File: src/rtl/rv_mul_pipeline.sv
// ---------------------------------------------------------------------------
// rv_mul_pipeline
//   Fully pipelined RV32M/RV64M multiplier (MUL, MULH, MULHSU, MULHU).
//   Operations enter from execute over a valid/ready handshake together with
//   a destination-register tag, and leave STAGES cycles later with that tag.
//   A single global advance signal stalls every slot at once.
//   flush squashes everything in flight.
//
// Parameters
//   XLEN   : operand/result width (32 or 64)
//   STAGES : pipeline depth = accept-to-result latency (1..8)
//   TAG_W  : width of the pass-through tag
//
// Ports
//   clk        : rising-edge clock
//   rst        : asynchronous active-high reset
//   in_valid   : operation offered this cycle
//   in_ready   : pipeline accepts this cycle (= advance)
//   in_op      : 00 MUL, 01 MULH, 10 MULHSU, 11 MULHU
//   in_a/in_b  : rs1 / rs2 values
//   in_tag     : tag carried to the output
//   flush      : squash all in-flight operations at the next edge
//   out_valid  : result available (registered)
//   out_ready  : consumer accepts result
//   out_result : selected product slice (registered)
//   out_tag    : tag of the result (registered)
//   busy       : at least one slot holds a valid operation
// ---------------------------------------------------------------------------
module rv_mul_pipeline #(
    parameter int XLEN   = 32,
    parameter int STAGES = 3,
    parameter int TAG_W  = 5
) (
    input  logic             clk,
    input  logic             rst,
    input  logic             in_valid,
    output logic             in_ready,
    input  logic [1:0]       in_op,
    input  logic [XLEN-1:0]  in_a,
    input  logic [XLEN-1:0]  in_b,
    input  logic [TAG_W-1:0] in_tag,
    input  logic             flush,
    output logic             out_valid,
    input  logic             out_ready,
    output logic [XLEN-1:0]  out_result,
    output logic [TAG_W-1:0] out_tag,
    output logic             busy
);

    localparam logic [1:0] OP_MUL    = 2'b00;
    localparam logic [1:0] OP_MULH   = 2'b01;
    localparam logic [1:0] OP_MULHSU = 2'b10;
    localparam logic [1:0] OP_MULHU  = 2'b11;

    // Extending both operands to the full 2*XLEN width makes a plain
    // truncated multiply equal to the signed (XLEN+1)x(XLEN+1) product
    // modulo 2^(2*XLEN), which is all the four opcodes ever look at.
    function automatic logic [XLEN-1:0] mul_slice(
        input logic [1:0]      op,
        input logic [XLEN-1:0] a,
        input logic [XLEN-1:0] b
    );
        logic                a_sgn;
        logic                b_sgn;
        logic [2*XLEN-1:0]   a_ext;
        logic [2*XLEN-1:0]   b_ext;
        logic [2*XLEN-1:0]   prod;
        a_sgn = (op != OP_MULHU) & a[XLEN-1];
        b_sgn = ((op == OP_MUL) | (op == OP_MULH)) & b[XLEN-1];
        a_ext = {{XLEN{a_sgn}}, a};
        b_ext = {{XLEN{b_sgn}}, b};
        prod  = a_ext * b_ext;
        case (op)
            OP_MUL:    mul_slice = prod[XLEN-1:0];
            OP_MULH,
            OP_MULHSU,
            OP_MULHU:  mul_slice = prod[2*XLEN-1:XLEN];
            default:   mul_slice = prod[2*XLEN-1:XLEN];
        endcase
    endfunction

    logic [STAGES-1:0] valid_r;
    logic [XLEN-1:0]   data_r [STAGES];
    logic [TAG_W-1:0]  tag_r  [STAGES];
    logic              adv_s;
    logic [XLEN-1:0]   prod_s;

    // The product is formed in front of slot 0; the remaining slots give the
    // synthesis tool registers to retime the multiplier array across.
    assign prod_s = mul_slice(in_op, in_a, in_b);

    // Global advance: the whole pipe moves unless the output is held.
    assign adv_s    = !valid_r[STAGES-1] || out_ready;
    assign in_ready = adv_s;

    assign out_valid  = valid_r[STAGES-1];
    assign out_result = data_r[STAGES-1];
    assign out_tag    = tag_r[STAGES-1];
    assign busy       = |valid_r;

    // Slot valid bits: flush overrides stall; a bubble enters when in_valid is low.
    always_ff @(posedge clk or posedge rst) begin
        if (rst) begin
            valid_r <= {STAGES{1'b0}};
        end else if (flush) begin
            valid_r <= {STAGES{1'b0}};
        end else if (adv_s) begin
            valid_r[0] <= in_valid;
            for (int i = 1; i < STAGES; i++) begin
                valid_r[i] <= valid_r[i-1];
            end
        end else begin
            valid_r <= valid_r;
        end
    end

    // Slot data and tags: shift on advance, hold otherwise; flush leaves them as-is.
    always_ff @(posedge clk or posedge rst) begin
        if (rst) begin
            for (int i = 0; i < STAGES; i++) begin
                data_r[i] <= {XLEN{1'b0}};
                tag_r[i]  <= {TAG_W{1'b0}};
            end
        end else if (adv_s) begin
            data_r[0] <= prod_s;
            tag_r[0]  <= in_tag;
            for (int i = 1; i < STAGES; i++) begin
                data_r[i] <= data_r[i-1];
                tag_r[i]  <= tag_r[i-1];
            end
        end else begin
            for (int i = 0; i < STAGES; i++) begin
                data_r[i] <= data_r[i];
                tag_r[i]  <= tag_r[i];
            end
        end
    end

endmodule

File: config.mk
export PLATFORM = sky130hd
export DESIGN_NAME = rv_mul_pipeline
export DESIGN_NICKNAME = d
export VERILOG_FILES = /design/src/rtl/rv_mul_pipeline.sv
export SDC_FILE = /design/constraint.sdc
export NUM_CORES = 2
export LEC_CHECK = 0
export CORE_MARGIN = 2
export CORE_UTILIZATION = 60
export DETAILED_ROUTE_END_ITERATION = 10
export PLACE_DENSITY = 0.78
export SETUP_SLACK_MARGIN = 0.5
export SYNTH_ARGS = -nofsm -noshare
export SYNTH_HDL_FRONTEND = slang
export SYNTH_SLANG_ARGS = --single-unit
File: constraint.sdc
create_clock -name clk -period 6.95 [get_ports clk]
set_input_delay 1.7375 -clock clk [delete_from_list [all_inputs] [get_ports clk]]
set_output_delay 1.7375 -clock clk [all_outputs]
set_load 0.02 [all_outputs]
==> impl_metrics.ini <==
[run_status]
status = complete, but fails checks
violations = negative setup slack

[worst_setup_path]
cp_max_fo = 5
slowest_stage = fa_1
crit_top_cell = fa_1
cp_slowest_stage_delay_ns = 0.72
worst_ep_required_time_ns = 7.24
crit_type = input pin to flop
crit_arrival_ns = 9.50
critPathLaunchType = input pin
end_kind = flop

[logic_synthesis]
synth_top_area_cell = fa_1
syn_avg_cell_area_um2 = 9.086
synth_fa_ha_area_frac = 0.5955
muxShareOfSynthArea = 0.001776
synth_area_um2 = 42280
post-synth-top-count-cell = fa_1
ys_top_cells_by_area = fa_1 53%, inv_1 9.6%, nand2_1 9.2%
synth-seq-area-share = 0.06748
synth_seq_cells = 114
synthXorXnorAreaFrac = 0.01367
synth_top_area_frac = 0.5327
synth_edf_count = 0
synth_ff_type = dfrtp_1
synth_top_family_by_area = adder cells
syn_inst = 4653
async_flop_share = 1.000
synth.distinct_cells = 76
synth_simple_gate_area_frac = 0.1585
yosys_warnings = 0
syn_nets = 6066
synth_compound_area_frac = 0.03892
synthTopCellsByCount = 1125 x fa_1, 1081 x inv_1, 1031 x nand2_1, 326 x and2_1, 229 x clkbuf_1

[detailed_routing]
drt_iter0_drc = 3897
firstDrtPassIters = 8
vias = 36310
drtAntennaViolNets = 0
drc = 0
wl_um = 145200
avgViaCountPerCell = 5.876
wl_per_cell_um = 23.50

[clock_tree]
cts_tree = yes
ctsHoldBuffers = 0
cts.sinks = 114
clk_path_buf_depth = 2
cts-root-buf = clkbuf_16
clkTransAtPathRegs_ns = 0.05
h-tree-depth = 4
insertion_delay_ns = 0.41
numCtsBuffers = 17

[timing]
fin_ws_ns = -2.265
finalHoldViolCount = 0
relSlewSlack = 0.3509
rsz0062_at_grt = yes
setup_viol = 32
worst_pin_slew_ns = 0.9737
fin_crit_ns = 9.215
fmax_mhz = 108.5
finalMaxSlewViolations = 0
fin_crit_sh = 1.326
fin_worst_skew_ns = 0.01062

[global_route]
grt_pass1_wl_um = 212700
gr-total-overflow = 0
grt.total_usage = 0.3782
grt_pass1_vias = 38940
antenna_found_initial = 1
grt_max_degree = 100

[floorplanning]
start_util = 0.6048
ioPinCount = 116
dieArea_um2 = 72600
chipHeight_um = 269.4
dieWidth_um = 269.4
core_um2 = 69910
num_rows = 97

[min_path]
hp-class = flop to flop

[place]
portBuffers = 115
gp_routability_congestion = 0.9557
hpwl_um = 98070

[final_layout]
regArea_um2 = 2853
syn_to_final_growth_pct = 25.67
final_nets = 6639
final_util = 0.7600
n_fill_cell = 4235
drive_above_1_share = 0.2273
multi_input_area_um2 = 35750

[job]
maxCapViolCount = 0
metrics by stage:
| stage | TNS, ns | setup slack (ns) | hold WS [ns] | area, um^2 | cells |
|---|---|---|---|---|---|
| after floorplan | -40.44 | -1.759 | 0.4386 | 43210 | 4653 |
| after global placement | -72.43 | -2.481 | 0.4481 | 48330 | 5928 |
| after detailed placement | -75.07 | -2.578 | 0.4544 | 48330 | 5928 |
| after CTS | -49.69 | -1.806 | 0.4669 | 51960 | 6126 |
| after global routing | -66.75 | -2.405 | 0.4841 | 53130 | 6179 |
| final | -61.91 | -2.265 | 0.4589 | 53130 | 6180 |
final timing paths:
path	slack [ns]	cells past startpoint	startpoint	to
max	-2.27	29	in_a[22]	data_r[90]
min	0.46	2	out_result[11]	out_result[11]
max reg2reg	4.42	7	valid_r[2]	data_r[76]
min reg2reg	0.46	2	out_result[11]	out_result[11]
max in group asynchronous	3.99	3	rst	out_tag[0]
min in group asynchronous	1.87	2	rst	out_result[15]
sequential cells by signal, summed over array words and instances (netlist names):
signal	flops
tag_r	10
out_tag	5
valid_r	3
data_r	64
out_result	32
cell type report:
| type | count | area share |
|---|---|---|
| sequential | 114 | 0.05370 |
| timing repair buffer | 831 | 0.1632 |
| clock inverter | 14 | 0.002897 |
| inverter | 1082 | 0.07687 |
| tap | 940 | 0.02214 |
| clock buffer | 18 | 0.008266 |
| antenna | 1 | 0.00004710 |
| multi-input combinational | 3180 | 0.6729 |
cells in the final DEF, fill, tap and decap left out, types with 74 or more instances in the layout:
| cell | count |
|---|---|
| and2_1 | 287 |
| buf_12 | 102 |
| buf_4 | 494 |
| buf_6 | 86 |
| dfrtp_1 | 114 |
| fa_1 | 1054 |
| ha_1 | 173 |
| inv_1 | 1016 |
| nand2_1 | 980 |
| nor2_1 | 74 |
routing by layer:
metal,up-vias,global-route usage,share of wire
met4,0,0.2178,0.088
met5,-,0,0
met1,18080,0.4634,0.32
li1,14480,-,-
met3,957,0.09066,0.13
met2,2798,0.6169,0.46
cells by family (layout without fill, tap and decap cells):
family	Yosys count	after routing
AOI/OAI and AO/OA	251	251
and+or+nand+nor	1519	1519
buffers and inverters	1359	1945
DFF	114	114
adders and majority gates	1337	1337
muxes	7	7
xor gates and xnor gates	66	66
other	0	1
repair_timing:
item / 4_1_cts / 5_1_grt
setup endpoints to repair: 32 / 32
gates cloned: 22 / 2
gates resized for setup: 488 / 245
pin swaps: 214 / 182
setup buffers: 144 / 51
worst max-delay path, delay by kind of cell:
family / cells / cell delay, ns
AND/OR/NAND/NOR: 1 / 0.12
multiplexers: 1 / 0.18
adder cells (fa/ha/maj): 9 / 4.69
buffers and inverters: 10 / 1.08
AO/OA/AOI/OAI: 8 / 1.70
Power is left out: the tool's default activity adds up to more than one toggle a clock period on the data nets, which glitch-free logic cannot reach.
